### config.mk
export PLATFORM = sky130hd
export DESIGN_NAME = ahb_lite_cmd_master_flat
export DESIGN_NICKNAME = d
export VERILOG_FILES = /design/src/rtl/ahb_pkg.sv /design/src/rtl/ahb_lite_cmd_master_if.sv /design/src/rtl/ahb_lite_cmd_master_cmd_fifo.sv /design/src/rtl/ahb_lite_cmd_master.sv /design/src/flat_wrapper.sv
export SDC_FILE = /design/constraint.sdc
export NUM_CORES = 1
export LEC_CHECK = 0
export CORE_MARGIN = 1
export CORE_UTILIZATION = 30
export CTS_CLUSTER_SIZE = 14
export DETAILED_ROUTE_END_ITERATION = 6
export REMOVE_ABC_BUFFERS = 1
export SYNTH_ARGS = -nofsm -noshare
export SYNTH_HDL_FRONTEND = slang
export SYNTH_HIERARCHICAL = 1
export SYNTH_SLANG_ARGS = --single-unit
### constraint.sdc
create_clock -name HCLK -period 12.7 [get_ports HCLK]
set_input_delay 2.54 -clock HCLK [delete_from_list [all_inputs] [get_ports HCLK]]
set_output_delay 2.54 -clock HCLK [all_outputs]
set_load 0.005 [all_outputs]
### src/rtl/ahb_pkg.sv
// ahb_pkg: shared AHB-Lite encodings, data-phase states and the queued command record
package ahb_pkg;
    localparam logic [1:0] HTRANS_IDLE   = 2'b00;
    localparam logic [1:0] HTRANS_BUSY   = 2'b01;
    localparam logic [1:0] HTRANS_NONSEQ = 2'b10;
    localparam logic [1:0] HTRANS_SEQ    = 2'b11;
    localparam logic [2:0] HSIZE_WORD    = 3'b010;
    localparam logic [2:0] HBURST_SINGLE = 3'b000;
    localparam logic HRESP_OKAY  = 1'b0;
    localparam logic HRESP_ERROR = 1'b1;
    localparam int CMD_ADDR_W = 32;
    localparam int CMD_DATA_W = 32;
    typedef enum logic [1:0] {D_IDLE, D_BUSY, D_ERR} dstate_t;
    typedef struct packed {
        logic                  write;
        logic [CMD_ADDR_W-1:0] addr;
        logic [CMD_DATA_W-1:0] wdata;
    } cmd_t;
endpackage

### src/rtl/ahb_lite_cmd_master_if.sv
// ahb_lite_cmd_master_if: command/response stream plus AHB-Lite master bus signals
interface ahb_lite_cmd_master_if #(
    parameter int ADDR_W = 32,
    parameter int DATA_W = 32
);
    logic              cmd_valid;
    logic              cmd_ready;
    logic              cmd_write;
    logic [ADDR_W-1:0] cmd_addr;
    logic [DATA_W-1:0] cmd_wdata;
    logic              rsp_valid;
    logic              rsp_write;
    logic [DATA_W-1:0] rsp_rdata;
    logic              rsp_err;
    logic              busy;
    logic [ADDR_W-1:0] HADDR;
    logic [1:0]        HTRANS;
    logic              HWRITE;
    logic [2:0]        HSIZE;
    logic [2:0]        HBURST;
    logic [DATA_W-1:0] HWDATA;
    logic [DATA_W-1:0] HRDATA;
    logic              HREADY;
    logic              HRESP;
    modport master (
        input  cmd_valid, cmd_write, cmd_addr, cmd_wdata, HRDATA, HREADY, HRESP,
        output cmd_ready, rsp_valid, rsp_write, rsp_rdata, rsp_err, busy,
               HADDR, HTRANS, HWRITE, HSIZE, HBURST, HWDATA
    );
    modport slave (
        output cmd_valid, cmd_write, cmd_addr, cmd_wdata, HRDATA, HREADY, HRESP,
        input  cmd_ready, rsp_valid, rsp_write, rsp_rdata, rsp_err, busy,
               HADDR, HTRANS, HWRITE, HSIZE, HBURST, HWDATA
    );
endinterface

### src/rtl/ahb_lite_cmd_master_cmd_fifo.sv
// cmd_fifo: synchronous command FIFO with full/empty flags, pointers carry a wrap bit
module cmd_fifo import ahb_pkg::*; #(
    parameter int DEPTH = 2
) (
    input  logic clk,
    input  logic rst_n,
    input  logic push,
    input  cmd_t din,
    input  logic pop,
    output cmd_t dout,
    output logic full,
    output logic empty
);
    localparam int AW = $clog2(DEPTH);
    cmd_t mem_q [DEPTH];
    logic [AW:0] wr_q, wr_d, rd_q, rd_d;
    always_comb begin
        wr_d = push ? wr_q + (AW+1)'(1) : wr_q;
        rd_d = pop ? rd_q + (AW+1)'(1) : rd_q;
    end
    assign empty = wr_q == rd_q;
    assign full  = wr_q == {~rd_q[AW], rd_q[AW-1:0]};
    assign dout  = mem_q[rd_q[AW-1:0]];
    always_ff @(posedge clk or negedge rst_n) begin
        if (!rst_n) begin
            wr_q <= '0;
            rd_q <= '0;
        end else begin
            wr_q <= wr_d;
            rd_q <= rd_d;
        end
    end
    always_ff @(posedge clk) begin
        if (push) mem_q[wr_q[AW-1:0]] <= din;
    end
endmodule

### src/rtl/ahb_lite_cmd_master.sv
// ahb_lite_cmd_master: turns a queued command stream into pipelined AHB-Lite SINGLE word transfers
module ahb_lite_cmd_master import ahb_pkg::*; #(
    parameter int FIFO_DEPTH = 2,
    parameter int ADDR_W = 32,
    parameter int DATA_W = 32
) (
    input logic HCLK,
    input logic HRESETn,
    ahb_lite_cmd_master_if.master bus
);
    cmd_t push_cmd, head, issue_cmd, rp_cmd_q, rp_cmd_d;
    logic full, empty, pop, a_nonseq, a_done, err1, can_issue, issue, rsp_done;
    logic [1:0] htrans_q, htrans_d;
    logic [ADDR_W-1:0] haddr_q, haddr_d;
    logic [DATA_W-1:0] awdata_q, awdata_d, hwdata_q, hwdata_d, rsp_rdata_q, rsp_rdata_d;
    logic hwrite_q, hwrite_d, dwrite_q, dwrite_d, rp_valid_q, rp_valid_d;
    logic rsp_valid_q, rsp_valid_d, rsp_write_q, rsp_write_d, rsp_err_q, rsp_err_d;
    dstate_t ds_q, ds_d;

    assign push_cmd = cmd_t'{write: bus.cmd_write, addr: {bus.cmd_addr[ADDR_W-1:2], 2'b00}, wdata: bus.cmd_wdata};

    cmd_fifo #(.DEPTH(FIFO_DEPTH)) u_fifo (
        .clk(HCLK), .rst_n(HRESETn), .push(bus.cmd_valid && !full), .din(push_cmd),
        .pop(pop), .dout(head), .full(full), .empty(empty)
    );

    // A first ERROR cycle cancels whatever address phase is on the bus; it is parked for replay
    always_comb begin
        a_nonseq    = htrans_q == HTRANS_NONSEQ;
        a_done      = a_nonseq && bus.HREADY;
        err1        = ds_q == D_BUSY && !bus.HREADY && bus.HRESP == HRESP_ERROR;
        can_issue   = (!a_nonseq || a_done) && !err1 && !(ds_q == D_ERR && !bus.HREADY);
        issue       = can_issue && (rp_valid_q || !empty);
        issue_cmd   = rp_valid_q ? rp_cmd_q : head;
        pop         = issue && !rp_valid_q;
        htrans_d    = err1 ? HTRANS_IDLE : can_issue ? (issue ? HTRANS_NONSEQ : HTRANS_IDLE) : htrans_q;
        haddr_d     = issue ? issue_cmd.addr : haddr_q;
        hwrite_d    = issue ? issue_cmd.write : hwrite_q;
        awdata_d    = issue ? issue_cmd.wdata : awdata_q;
        rp_valid_d  = err1 ? a_nonseq : can_issue ? 1'b0 : rp_valid_q;
        rp_cmd_d    = err1 ? cmd_t'{write: hwrite_q, addr: haddr_q, wdata: awdata_q} : rp_cmd_q;
        dwrite_d    = a_done ? hwrite_q : dwrite_q;
        hwdata_d    = a_done ? (hwrite_q ? awdata_q : '0) : hwdata_q;
        ds_d        = ds_q == D_ERR ? (bus.HREADY ? D_IDLE : D_ERR) :
                      err1 ? D_ERR :
                      ((ds_q == D_BUSY && !bus.HREADY) || a_done) ? D_BUSY : D_IDLE;
        rsp_done    = ds_q != D_IDLE && bus.HREADY;
        rsp_valid_d = rsp_done;
        rsp_write_d = rsp_done ? dwrite_q : rsp_write_q;
        rsp_err_d   = rsp_done ? ds_q == D_ERR : rsp_err_q;
        rsp_rdata_d = rsp_done ? ((ds_q == D_BUSY && !dwrite_q) ? bus.HRDATA : '0) : rsp_rdata_q;
    end

    always_ff @(posedge HCLK or negedge HRESETn) begin
        if (!HRESETn) begin
            htrans_q    <= HTRANS_IDLE;
            haddr_q     <= '0;
            hwrite_q    <= 1'b0;
            awdata_q    <= '0;
            rp_valid_q  <= 1'b0;
            rp_cmd_q    <= '0;
            dwrite_q    <= 1'b0;
            hwdata_q    <= '0;
            ds_q        <= D_IDLE;
            rsp_valid_q <= 1'b0;
            rsp_write_q <= 1'b0;
            rsp_err_q   <= 1'b0;
            rsp_rdata_q <= '0;
        end else begin
            htrans_q    <= htrans_d;
            haddr_q     <= haddr_d;
            hwrite_q    <= hwrite_d;
            awdata_q    <= awdata_d;
            rp_valid_q  <= rp_valid_d;
            rp_cmd_q    <= rp_cmd_d;
            dwrite_q    <= dwrite_d;
            hwdata_q    <= hwdata_d;
            ds_q        <= ds_d;
            rsp_valid_q <= rsp_valid_d;
            rsp_write_q <= rsp_write_d;
            rsp_err_q   <= rsp_err_d;
            rsp_rdata_q <= rsp_rdata_d;
        end
    end

    assign bus.cmd_ready = !full;
    assign bus.HTRANS    = htrans_q;
    assign bus.HADDR     = haddr_q;
    assign bus.HWRITE    = hwrite_q;
    assign bus.HSIZE     = HSIZE_WORD;
    assign bus.HBURST    = HBURST_SINGLE;
    assign bus.HWDATA    = hwdata_q;
    assign bus.rsp_valid = rsp_valid_q;
    assign bus.rsp_write = rsp_write_q;
    assign bus.rsp_err   = rsp_err_q;
    assign bus.rsp_rdata = rsp_rdata_q;
    assign bus.busy      = !empty || a_nonseq || ds_q != D_IDLE || rp_valid_q;
endmodule

### src/flat_wrapper.sv
// flat-port wrapper written by rule: the top's interface ports become plain ports
module ahb_lite_cmd_master_flat import ahb_pkg::*;
#(
    parameter int FIFO_DEPTH = 2,
    parameter int ADDR_W = 32,
    parameter int DATA_W = 32
)
  (HCLK, HRESETn, bus_cmd_valid, bus_cmd_write, bus_cmd_addr, bus_cmd_wdata, bus_HRDATA, bus_HREADY, bus_HRESP, bus_cmd_ready, bus_rsp_valid, bus_rsp_write, bus_rsp_rdata, bus_rsp_err, bus_busy, bus_HADDR, bus_HTRANS, bus_HWRITE, bus_HSIZE, bus_HBURST, bus_HWDATA);
  ahb_lite_cmd_master_if #(.ADDR_W(ADDR_W), .DATA_W(DATA_W)) bus_i ();
  input logic HCLK;
  input logic HRESETn;
  input wire logic [$bits(bus_i.cmd_valid)-1:0] bus_cmd_valid;
  input wire logic [$bits(bus_i.cmd_write)-1:0] bus_cmd_write;
  input wire logic [$bits(bus_i.cmd_addr)-1:0] bus_cmd_addr;
  input wire logic [$bits(bus_i.cmd_wdata)-1:0] bus_cmd_wdata;
  input wire logic [$bits(bus_i.HRDATA)-1:0] bus_HRDATA;
  input wire logic [$bits(bus_i.HREADY)-1:0] bus_HREADY;
  input wire logic [$bits(bus_i.HRESP)-1:0] bus_HRESP;
  output wire logic [$bits(bus_i.cmd_ready)-1:0] bus_cmd_ready;
  output wire logic [$bits(bus_i.rsp_valid)-1:0] bus_rsp_valid;
  output wire logic [$bits(bus_i.rsp_write)-1:0] bus_rsp_write;
  output wire logic [$bits(bus_i.rsp_rdata)-1:0] bus_rsp_rdata;
  output wire logic [$bits(bus_i.rsp_err)-1:0] bus_rsp_err;
  output wire logic [$bits(bus_i.busy)-1:0] bus_busy;
  output wire logic [$bits(bus_i.HADDR)-1:0] bus_HADDR;
  output wire logic [$bits(bus_i.HTRANS)-1:0] bus_HTRANS;
  output wire logic [$bits(bus_i.HWRITE)-1:0] bus_HWRITE;
  output wire logic [$bits(bus_i.HSIZE)-1:0] bus_HSIZE;
  output wire logic [$bits(bus_i.HBURST)-1:0] bus_HBURST;
  output wire logic [$bits(bus_i.HWDATA)-1:0] bus_HWDATA;
  assign bus_i.cmd_valid = bus_cmd_valid;
  assign bus_i.cmd_write = bus_cmd_write;
  assign bus_i.cmd_addr = bus_cmd_addr;
  assign bus_i.cmd_wdata = bus_cmd_wdata;
  assign bus_i.HRDATA = bus_HRDATA;
  assign bus_i.HREADY = bus_HREADY;
  assign bus_i.HRESP = bus_HRESP;
  assign bus_cmd_ready = bus_i.cmd_ready;
  assign bus_rsp_valid = bus_i.rsp_valid;
  assign bus_rsp_write = bus_i.rsp_write;
  assign bus_rsp_rdata = bus_i.rsp_rdata;
  assign bus_rsp_err = bus_i.rsp_err;
  assign bus_busy = bus_i.busy;
  assign bus_HADDR = bus_i.HADDR;
  assign bus_HTRANS = bus_i.HTRANS;
  assign bus_HWRITE = bus_i.HWRITE;
  assign bus_HSIZE = bus_i.HSIZE;
  assign bus_HBURST = bus_i.HBURST;
  assign bus_HWDATA = bus_i.HWDATA;
  ahb_lite_cmd_master #(.FIFO_DEPTH(FIFO_DEPTH), .ADDR_W(ADDR_W), .DATA_W(DATA_W)) u_core (.HCLK(HCLK), .HRESETn(HRESETn), .bus(bus_i));
endmodule
# After elaboration in Yosys (flattened, before gate mapping)
# Memories as Yosys holds them, arrays and structs flattened.
# Cells that the tools add are included.
totals:
  register_bits: 207
  latchBits: 0
  ramBits: 126
  romBits: 0
  in_bits: 102
  output_inout_bits: 110
  wordCells: 67
  n_memories: 1
memory_table:
  columns: ["name", "depth", "word_bits", "rd", "rd_ports_with_merged_regs", "wr", "line_no", "text"]
  rows:
  - ["u_core.u_fifo.mem_q", 2, 63, 1, 0, 1, "ahb_lite_cmd_master_cmd_fifo.sv:15", "cmd_t mem_q [DEPTH];"]
op_classes:
  add_sub_neg: 2
  mul: 0
  div_mod_pow: 0
  order_cmp: 0
  n_eq_ne: 5
  shift: 0
  n_mux: 14
  n_bitwise: 1
  n_reduce_logical: 27
ops:
  columns: ["op", "count"]
  rows:
  - ["65-bit two-way mux", 1]
  - ["32-bit two-way mux", 2]
  - ["2-bit two-way mux", 6]
  - ["1-bit logical AND", 11]
  - ["1-bit zero test", 8]
  - ["1-bit logical OR", 6]
  - ["1-bit two-way mux", 5]
  - ["2-bit by 1-bit adder with 2-bit output (second input constant)", 2]
  - ["2-bit == test", 2]
  - ["2-bit == test (second input constant)", 2]
  - ["2-bit nonzero test", 2]
  - ["2-bit by 1-bit == test with 1-bit output (second input constant)", 1]
  - ["1-bit NOT", 1]

# Logic depth before layout (Yosys ltp)
logic_depth:
  ltp_word: 10
  depth_mapped: 11
  depth_no_buf: 7

# Hierarchy
# The synthesis kept the hierarchy.
by_module_without_submodules:
  columns: ["module", "n_inst", "cells_per_inst", "area_per_inst_um2", "seq_area_each_um2"]
  rows:
  - ["ahb_lite_cmd_master", 1, 608, 8438.1, 5054.8]
  - ["cmd_fifo", 1, 218, 4962.3, 4003.8]

# Worst setup path before layout
# No wires, ideal clock.
synth_timing:
  kind: "input-to-reg"
  start: "input port bus_cmd_valid"
  end: "memory u_core/u_fifo/mem_q[0][0] in the netlist's numbering, enable pin"
  setup_time_ps: 496
  arrival_time_ps: 5648
  t_required_ps: 12204
  path_slack_ps: 6557
  stages: 2
  n_path_buf: 0
  cell_sequence: "nor2b_1 -> nor2b_1"
synth_between:
  elab_chain_len: 3
synth_lines:
  columns: ["item", "line_no", "text"]
  rows:
  - ["from (decl)", "flat_wrapper.sv:12", "input wire logic [$bits(bus_i.cmd_valid)-1:0] bus_cmd_valid;"]
  - ["1-bit logical AND", "ahb_lite_cmd_master.sv:23", ".clk(HCLK), .rst_n(HRESETn), .push(bus.cmd_valid && !full), .din(push_cmd),"]
  - ["1-bit two-way mux", "ahb_lite_cmd_master_cmd_fifo.sv:34", "if (push) mem_q[wr_q[AW-1:0]] <= din;"]
  - ["1-bit two-way mux (implied by the code)", "ahb_lite_cmd_master_cmd_fifo.sv:34", null]
  - ["to (decl)", "ahb_lite_cmd_master_cmd_fifo.sv:15", null]
# Every way passes these cells.

# Worst setup path after layout
layout_timing:
  start: "input port bus_HREADY"
  end: "register u_core.u_fifo.rd_q[1]"
layout_between:
  elab_chain_len: 8
  word_cells_on_any_way: 12
  cone_classes: "reduce/logical (12)"
layout_lines:
  columns: ["item", "line_no", "text"]
  rows:
  - ["from (decl)", "flat_wrapper.sv:17", "input wire logic [$bits(bus_i.HREADY)-1:0] bus_HREADY;"]
  - ["1-bit zero test", "ahb_lite_cmd_master.sv:31, ahb_lite_cmd_master.sv:32", null]
  - ["1-bit logical AND (2 in a row)", "ahb_lite_cmd_master.sv:31", "err1 = ds_q == D_BUSY && !bus.HREADY && bus.HRESP == HRESP_ERROR;"]
  - ["1-bit zero test", "ahb_lite_cmd_master.sv:32", "can_issue = (!a_nonseq || a_done) && !err1 && !(ds_q == D_ERR && !bus.HREADY);"]
  - ["1-bit logical AND", "ahb_lite_cmd_master.sv:32", null]
  - ["1-bit logical AND *", "ahb_lite_cmd_master.sv:32", null]
  - ["1-bit logical AND *", "ahb_lite_cmd_master.sv:33", "issue = can_issue && (rp_valid_q || !empty);"]
  - ["1-bit logical AND *", "ahb_lite_cmd_master.sv:35", "pop = issue && !rp_valid_q;"]
  - ["named net u_core.pop", "ahb_lite_cmd_master.sv:12", "logic full, empty, pop, a_nonseq, a_done, err1, can_issue, issue, rsp_done;"]
  - ["to (signal assigned)", "ahb_lite_cmd_master_cmd_fifo.sv:30", "rd_q <= rd_d;"]
  - ["to (decl)", "ahb_lite_cmd_master_cmd_fifo.sv:16", "logic [AW:0] wr_q, wr_d, rd_q, rd_d;"]
# Mark *: on every way through the listed nets, which the timed path passes. The rest lies on a longest branch.
# A chain may end at the register's enable or synchronous reset.

==> metrics <==
Synth area leaders dfrtp_1 (38%), edfxtp_1 (29%), mux2_2 (17%); number of buffers on the longest clock path 3; CTS tree built; worst-skew pair later-pin latency 0.55 ns; number of DRC markers after the initial detailed-route iteration 342; ratio of total power to cell area 261 mW/mm^2; wire length of the first global-routing pass 45100 microns; largest net degree at the start of global routing 90; Antenna Cells 0; worst hold margin 0.479 ns; Post-Place Setup Slack 7.31 ns; drt first pass iters 6; sum of overflow across all layers after global routing 0; combined buffer and inverter count along the critical path 2; number of nets in the layout 1135; Final Hold Viols 0; CTS sink cnt 336; Worst Skew 0.0133 ns; overall global routing resource usage 0.131; ANT nets after route 0; area of all sequential standard cells 0.00907 sq mm; final worst-path setup slack 7.92 ns; number of filler instances in the final layout 4184; core outline area 0.0441 sq mm; portion of the post-synthesis area used by sequential elements 0.676; number of max-cap violations 0; slowest cell on the critical path clkdlybuf4s50_1; Clk pwr share 0.260; Placement Rows 77; RSZ-0062 raised after global routing no; Via Count 7433; Slew @ Worst Pin 0.945 ns; number of clock buffers inserted by TritonCTS 40; Net Sw Frac 0.292; type of the worst min-delay path reg2reg; flops & latches, synth 336; routed len/inst 17.9 microns; setup violation total in the final timing report 0; power share of the sequential group 0.408; post-cts resize count 0; initial antenna violation count 3; worst stage delay on the critical path 0.77 ns; design internal power 3.21 mW; htree depth 2; data arrival at the endpoint of the critical path 5.21 ns; post-synthesis cell area 0.0134 sq mm; Vert. Die Dim 213 microns; top cell type's share of synthesized area 0.385; Total Die Area 0.0455 sq mm; post-synth cell types 35; highest net fanout along the worst path 40; number of instances in the synthesized netlist 826; total of warnings raised by yosys 6; final weighted congestion of routability-driven global placement 0.666; Worst Setup Start Kind input port; Slew Limit Fails 0; number of port buffers 202; number of synthesized flops with an enable pin 130; area leader, netlist dfrtp_1; initial standard-cell utilization of the core 0.304; Final HPWL DP 16900 microns; chain of cells forming the critical path clkdlybuf4s50_1 > and4bb_4 > nor4_4 > buf_4 > nor2b_1 > nand2_1 > xnor2_1; net switching component of the power 1.32 mW; achievable clock frequency 209 MHz; cell family with the largest share of critical-path delay buffers and inverters; total negative setup slack 0 ns; maximum ir drop on the vdd rail 126 uV; number of buffers added to fix hold violations after cts 0; total area of multi-input combinational cells 0.00405 sq mm; cell chosen for the clock root clkbuf_16; post-detailed-routing wire length 29600 microns; total power after layout 4.53 mW; leakage component of the power 6.78 nW; buffers inserted during post-CTS setup optimization 0; top_reg_cell synth dfrtp_1; worst setup path class in2reg; Relative slew margins 0.370; Area growth, synth to finish 29.6%; Avg Synthesized Cell Area 16.2 sq um; DRC errors left 0; share of synthesized flip-flops with an asynchronous set or reset 0.613; vias in the first global route 7819; critical path capture point type flip-flop; run status complete, no violations; data required time of the worst path 13.13 ns; per-cell via count in the routed design 4.49; Boundary Pins 212; Period minus WS final 4.78 ns; end-of-flow core utilization 0.394; share of power burned in combinational logic 0.332; x dimension of the die 213 microns; most frequent cells in the layout mux2_2 (203), dfrtp_1 (203), clkdlybuf4s50_1 (201); clock input transition at the sequential cells of the worst setup and hold paths 0.06 ns; share of the cycle needed by the critical path after routing 0.377; proportion of layout cells with a drive suffix above 1 0.298
[path summary, 6_finish.rpt]
kind,slack [ns],startpoint,depth (start not counted),end
worst max register to register,9.59,u_core/u_fifo/rd_q[0],5,u_core/u_fifo/mem_q[0][54]
min in group asynchronous,2.01,HRESETn,1,u_core/bus.rsp_rdata[1]
worst min-delay path,0.48,u_core/bus.HWDATA[30],2,u_core/bus.HWDATA[30]
worst max-delay path,7.92,bus_HREADY,7,u_core/u_fifo/rd_q[1]
max in group asynchronous,9.14,HRESETn,2,u_core/rp_valid_q
worst min register to register,0.48,u_core/bus.HWDATA[30],2,u_core/bus.HWDATA[30]
[power groups by stage]
stage	sequential, mW	clock, mW	combinational [mW]
6_report	1.85	1.17	1.50
5_1_grt	1.91	1.26	1.65
4_1_cts	1.86	1.22	1.55
3_5_place_dp	1.88	0	1.54
3_3_place_gp	1.85	0	1.52
2_1_floorplan	1.86	0	0.873
[cells by family after synthesis]
group	count (synthesis)	share of synthesized area
AO/OA/AOI/OAI	73	0.0368
XOR/XNOR	6	0.00392
buffers and inverters	61	0.0265
flip-flops	336	0.676
multiplexers	262	0.226
other	2	0.000560
AND/OR/NAND/NOR	86	0.0304
[flip-flops by register name (all words and copies together), names as in the netlist]
name                  cells
u_core/awdata_q          32
u_core/bus.HADDR         32
u_core/bus.HTRANS         1
u_core/bus.HWDATA        32
u_core/bus.HWRITE         1
u_core/bus.rsp_err        1
u_core/bus.rsp_rdata     32
u_core/bus.rsp_valid      1
u_core/bus.rsp_write      1
u_core/ds_q               2
u_core/dwrite_q           1
u_core/rp_cmd_q          65
u_core/rp_valid_q         1
u_core/u_fifo/mem_q     130
u_core/u_fifo/rd_q        2
u_core/u_fifo/wr_q        2
[cell usage after synthesis, types with 2 or more instances]
master,instances
a21oi_1,5
a22o_1,32
buf_1,2
buf_2,20
buf_4,9
buf_6,6
buf_8,2
clkbuf_1,20
conb_1,2
dfrtp_1,206
edfxtp_1,130
inv_1,2
mux2_1,39
mux2_2,203
mux2_4,20
nand2_1,67
nor2b_1,7
o21ai_0,33
xor2_1,5
[through the flow]
step                area (sq um)  cells
finish                     17400   1657
global route               17400   1657
CTS                        17400   1657
detailed placement         16000   1583
global placement           16000   1583
floorplan                  13100    776
[layer usage]
metal	track usage	wire length, microns	up-vias
li1	-	-	3414
met1	0.163	12800	3764
met2	0.212	13800	202
met3	0.0428	2310	47
met4	0.0488	675	6
met5	0	45	-
[final cells by class]
| class | count | share of cell area |
|---|---|---|
| Tap cell | 592 | 0.0427 |
| Inverter | 2 | 0.000432 |
| Sequential cell | 336 | 0.522 |
| Clock inverter | 22 | 0.0130 |
| Clock buffer | 52 | 0.0662 |
| Multi-Input combinational cell | 438 | 0.233 |
| Timing Repair Buffer | 215 | 0.122 |
[worst reg2reg max path: cells and delay by family, from the launching register on]
| family | cells | cell delay, ns |
|---|---|---|
| DFF | 1 | 0.69 |
| xor gates and xnor gates | 1 | 0.22 |
| buffers and inverters | 1 | 0.71 |
| and+or+nand+nor | 3 | 1.09 |
No activity file was read; power rests on OpenSTA's default activity.
==> patch 1, RTL diff (config.mk and constraints unchanged) <==
Take the reset off `haddr_q` and load it in a clocked block of its own.
--- a/src/rtl/ahb_lite_cmd_master.sv
+++ b/src/rtl/ahb_lite_cmd_master.sv
@@ -54,7 +54,6 @@
     always_ff @(posedge HCLK or negedge HRESETn) begin
         if (!HRESETn) begin
             htrans_q    <= HTRANS_IDLE;
-            haddr_q     <= '0;
             hwrite_q    <= 1'b0;
             awdata_q    <= '0;
             rp_valid_q  <= 1'b0;
@@ -68,7 +67,6 @@
             rsp_rdata_q <= '0;
         end else begin
             htrans_q    <= htrans_d;
-            haddr_q     <= haddr_d;
             hwrite_q    <= hwrite_d;
             awdata_q    <= awdata_d;
             rp_valid_q  <= rp_valid_d;
@@ -81,6 +79,10 @@
             rsp_err_q   <= rsp_err_d;
             rsp_rdata_q <= rsp_rdata_d;
         end
+    end
+
+    always_ff @(posedge HCLK) begin
+        haddr_q <= haddr_d;
     end
 
     assign bus.cmd_ready = !full;
Function: differs if HRESETn is asserted again (counterexample within 4 cycles, from zero or initial values and one cycle with HRESETn low); with HRESETn held inactive, the same outputs for 4 cycles.
==> patch 1 against the unedited design <==
Cell area decreased by 1.4%. Critical path depth increased by 2. Area after synthesis decreased by 1.4%. Sequential cell count unchanged. Worst setup slack got worse by 0.46 ns. Sequential power increased by 3%. Total power decreased by 1.5%. Routed wire length decreased by 0.24%.
==> patch 1: results (changes against the unedited design) <==
| Metric | Value |
|---|---|
| Status | completed (unchanged) |
| DP HPWL | 16.69 mm (was 16.89 mm) |
| Worst-path fanout max | 46 (was 40) |
| Netlist cell types | 30 (was 35) |
| Total GRT Usage | 0.1338 (was 0.1310) |
| Worst skew pair latency | between 0.5 and 0.6 ns |
| Critical Path AT | 5.66 ns (was 5.21 ns) |
| Slew HR | 0.3964 (was 0.3702) |
| Count of non-filler cells in the finished layout | 1618 (was 1657) |
| Vias in the first global route | 7703 (was 7819) |
| Number of synthesized flops with an enable pin | 162 (was 130) |
| Top area cells in the synthesized netlist | edfxtp_1 (37%), dfrtp_1 (33%), mux2_2 (16%) (was dfrtp_1 (38%), edfxtp_1 (29%), mux2_2 (17%)) |
| Final wirelength | 29.53 mm (was 29.60 mm) |
| Fill count | 4051 (was 4184) |
| Clock skew | 0.01172 ns (was 0.01331 ns) |
| Nets | 1104 (was 1135) |
| Wire length on met3 | 2.093 mm (was 2.308 mm) |
| DRT iter0 DRCs | 347 (was 342) |
| Worst-case reg-to-reg path depth | 9 (was 5) |
| Placed cells | 1545 (was 1583) |
| Vias | 7201 (was 7433) |
| Asr flop ratio synth | 0.5179 (was 0.6131) |
| Max incr delay on CP | 0.79 ns (was 0.77 ns) |
| First-pass GRT wire length | 45.27 mm (was 45.11 mm) |
| Routed wl met2 | 13.86 mm (was 13.77 mm) |
| Placer Congestion | 0.6889 (was 0.6658) |
| Sequential element share of the synthesized area | 0.6974 (was 0.6760) |
| Initial antenna violation count | 1 (was 3) |
| Cells after Synth | 790 (was 826) |
| Layout cell share with drive strength beyond 1 | 0.3004 (was 0.2977) |
| Lkg Pwr | 6.598 nW (was 6.780 nW) |
## patch 1: worst paths after layout
check                                           start                     to  slack, ns
worst min register to register   u_core/bus.HWDATA[3]   u_core/bus.HWDATA[3]       0.48
worst max register to register  u_core/u_fifo/rd_q[0]  u_core/u_fifo/rd_q[1]       9.45
min in group asynchronous                     HRESETn  u_core/bus.HWDATA[14]       1.95
worst max-delay path                       bus_HREADY  u_core/u_fifo/rd_q[1]       7.46
max in group asynchronous                     HRESETn      u_core/rp_valid_q       8.56
worst min-delay path             u_core/bus.HWDATA[3]   u_core/bus.HWDATA[3]       0.48
## patch 1: cell type report
cell class / instances / area share
sequential: 336 / 0.5390
timing repair buffer: 216 / 0.1245
multi-input combinational: 406 / 0.2186
clock inverter: 15 / 0.005262
tap: 585 / 0.04275
clock buffer: 57 / 0.06942
inverter: 2 / 0.0004385
antenna: 1 / 0.0001462
## patch 1: kinds of logic after synthesis
kind of cell,count (synthesis),synth area share
multiplexers,230,0.2073
AND/OR/NAND/NOR,87,0.02896
AO/OA/AOI/OAI,72,0.03701
XOR/XNOR,6,0.003975
flip-flops,336,0.6974
other,2,0.0005681
buffers and inverters,57,0.02480
## patch 1: routing by layer
metal,GRT usage,up-vias
li1,-,3308
met1,0.1680,3651
met2,0.2164,197
met3,0.04332,43
met4,0.04498,2
met5,0,-
## patch 1: through the flow
stage	worst slack, ns	hold slack, ns	setup TNS (ns)	instance area, µm²
after floorplan	-0.1280	0.4604	-1.586	12930
after global placement	6.812	0.4659	0	15840
after detailed placement	6.825	0.4722	0	15840
after CTS	7.404	0.4849	0	17120
after global routing	7.230	0.5038	0	17120
final	7.458	0.4779	0	17120
## patch 1: power by group
group / switching [mW] / internal, mW
registers: 0.234 / 1.68
clock network: 0.442 / 0.653
logic: 0.605 / 0.850
total: 1.28 / 3.18
==> patch 2, RTL diff (config.mk and constraints unchanged) <==
Without the edit above. Re-encode `dstate_t` (3 states) as one-hot, 3 bits wide.
--- a/src/rtl/ahb_pkg.sv
+++ b/src/rtl/ahb_pkg.sv
@@ -10,7 +10,7 @@
     localparam logic HRESP_ERROR = 1'b1;
     localparam int CMD_ADDR_W = 32;
     localparam int CMD_DATA_W = 32;
-    typedef enum logic [1:0] {D_IDLE, D_BUSY, D_ERR} dstate_t;
+    typedef enum logic [2:0] {D_IDLE = 3'b001, D_BUSY = 3'b010, D_ERR = 3'b100} dstate_t;
     typedef struct packed {
         logic                  write;
         logic [CMD_ADDR_W-1:0] addr;
Formal check against the unedited RTL: same outputs for any inputs over 4 cycles, from zero or initial values and one cycle with HRESETn low; so few cycles prove little.
==> patch 2 against the unedited design <==
Area after synthesis up 0.88%. Worst setup slack worse by 0.64 ns. Routed wire length up 9.8%. Sequential cell count up 1. Cell area up 0.26%. Hold slack worse by 0.017 ns. Core utilization down 0.070 points. Total power up 2.6%. Highest routed layer unchanged.
==> patch 2: results (changes against the unedited design) <==
| Metric | Value |
|---|---|
| Placer Congestion | 0.7689 (was 0.6658) |
| 1st-pass router iterations | 4 (was 6) |
| Vias in the first global route | 8879 (was 7819) |
| Placed cells | 1725 (was 1583) |
| Max Cap Violations | 0 (unchanged) |
| Worst-case reg-to-reg path depth | 5 (unchanged) |
| Worst skew pair latency | ~0.54 ns |
| Count of non-filler cells in the finished layout | 1799 (was 1657) |
| Lkg Pwr | 6.947 nW (was 6.780 nW) |
| Clock skew | 0.01292 ns (was 0.01331 ns) |
| Peak supply drop | 144.2 µV (was 126.1 µV) |
| Crit path max-delay family | buffers and inverters (unchanged) |
| Synth cell count leaders | dfrtp_1 (206), nor2_1 (134), edfxtp_1 (130), mux2_2 (111), nand2_1 (71) (was dfrtp_1 (206), mux2_2 (203), edfxtp_1 (130), nand2_1 (67), mux2_1 (39)) |
| Slew HR | 0.1882 (was 0.3702) |
| Netlist cell types | 41 (was 35) |
| Nets | 1277 (was 1135) |
| Root Buffer | clkbuf_16 (unchanged) |
| R2R setup slack | 9.26 ns (was 9.59 ns) |
| Top area cells in the synthesized netlist | dfrtp_1 (38%), edfxtp_1 (29%), mux2_2 (9.2%) (was dfrtp_1 (38%), edfxtp_1 (29%), mux2_2 (17%)) |
| Worst hold path type | reg -> reg (unchanged) |
| Status | completed (unchanged) |
| DP HPWL | 17.82 mm (was 16.89 mm) |
| Layout cell share with drive strength beyond 1 | 0.1834 (was 0.2977) |
| Postcts setup bufs | 0 (unchanged) |
| DRT iter0 DRCs | 498 (was 342) |
| Initial antenna violation count | 4 (was 3) |
| Sequential element share of the synthesized area | 0.6721 (was 0.6760) |
| Largest net degree at the start of global routing | 130 (was 90) |
| Slowest CP cell | dfrtp_4 (was clkdlybuf4s50_1) |
| Max reg flops | 130 (unchanged) |
| Top_reg_cell synth | dfrtp_1 (unchanged) |
| Mean post-synth cell area | 13.64 µm² (was 16.22 µm²) |
| DR vias/cell | 4.686 (was 4.486) |
| Fill count | 4204 (was 4184) |
| First-pass GRT wire length | 51.59 mm (was 45.11 mm) |
| Critical Path AT | 2.88 ns (was 5.21 ns) |
| Asr flop ratio synth | 0.6142 (was 0.6131) |
| Max incr delay on CP | 0.67 ns (was 0.77 ns) |
| Total GRT Usage | 0.1441 (was 0.1310) |
| Worst-path fanout max | 28 (was 40) |
| Number of synthesized flops with an enable pin | 130 (unchanged) |
| Reg clk slew, reported paths | 0.06 ns (about the same) |
| Startpoint Class | flop (was input pin) |
| Avg WL per Cell | 18.07 µm (was 17.86 µm) |
| Port Buffers | 202 (unchanged) |
| Warnings from Yosys | 6 (unchanged) |
| Clk buf depth | 3 (unchanged) |
[patch 2: cell count changes after synthesis, sizes merged, moves of 4 or more]
| cell | change |
|---|---|
| o21ai | -32 |
| a21oi | +64 |
| nor2 | +133 |
| clkbuf | +7 |
| nand2 | +4 |
| mux2 | -131 |
| buf | +13 |
| nand2b | +4 |
| nand3 | +32 |
| a2bb2oi | +65 |
[patch 2: final timing paths]
| check | end | start |
|---|---|---|
| min | u_core/bus.HWDATA[29] | u_core/bus.HWDATA[29] |
| min in group asynchronous | u_core/bus.HWDATA[7] | HRESETn |
| max reg2reg | u_core/u_fifo/mem_q[0][53] | u_core/u_fifo/rd_q[0] |
| max | bus_busy | u_core/u_fifo/rd_q[0] |
| max in group asynchronous | u_core/u_fifo/rd_q[0] | HRESETn |
| min reg2reg | u_core/bus.HWDATA[29] | u_core/bus.HWDATA[29] |
[patch 2: cell families after synthesis]
logic type / synth area share
flip-flops: 0.6721
AND/OR/NAND/NOR: 0.08136
AO/OA/AOI/OAI: 0.09423
multiplexers: 0.1147
buffers and inverters: 0.03323
XOR/XNOR: 0.003887
other: 0.0005556
[patch 2: final cells by class]
type                    instances  share of cell area
clock buffers                  59             0.06978
diodes                          2           0.0002874
clock inverters                13             0.01028
well taps                     592             0.04254
repair buffers                212              0.1207
flip-flops and latches        337              0.5223
multi-input cells             581              0.2335
inverters                       3           0.0006467
[patch 2: per-layer routing]
layer	GRT usage	wire length (µm)
met1	0.1858	14420
met2	0.2314	15020
met3	0.04113	2329
met4	0.05000	672
met5	0	58
[patch 2: tightest hold or removal path, cell delays in order, from the launching register on]
cell and delay [ns]:
dfrtp_1 0.34, nand2_1 0.05, nand2_1 0.05
[patch 2: where the power goes]
part	leakage [nW]	internal (mW)	switching, mW
Sequential	3.71	1.59	0.266
Combinational	2.56	0.827	0.766
Clock	0.677	0.744	0.448
Total	6.95	3.17	1.48
[patch 2: metrics by stage]
step	area, µm²	worst slack (ns)	total power, mW	util	hold slack, ns
2_1_floorplan	13110	5.232	2.853	-	0.4604
3_3_place_gp	16010	7.254	3.470	0.3613	0.4506
3_5_place_dp	16010	7.215	3.518	0.3613	0.4582
4_1_cts	17410	7.150	4.741	0.3928	0.4709
5_1_grt	17410	7.072	4.976	0.3928	0.4913
6_report	17410	7.277	4.645	0.3929	0.4624
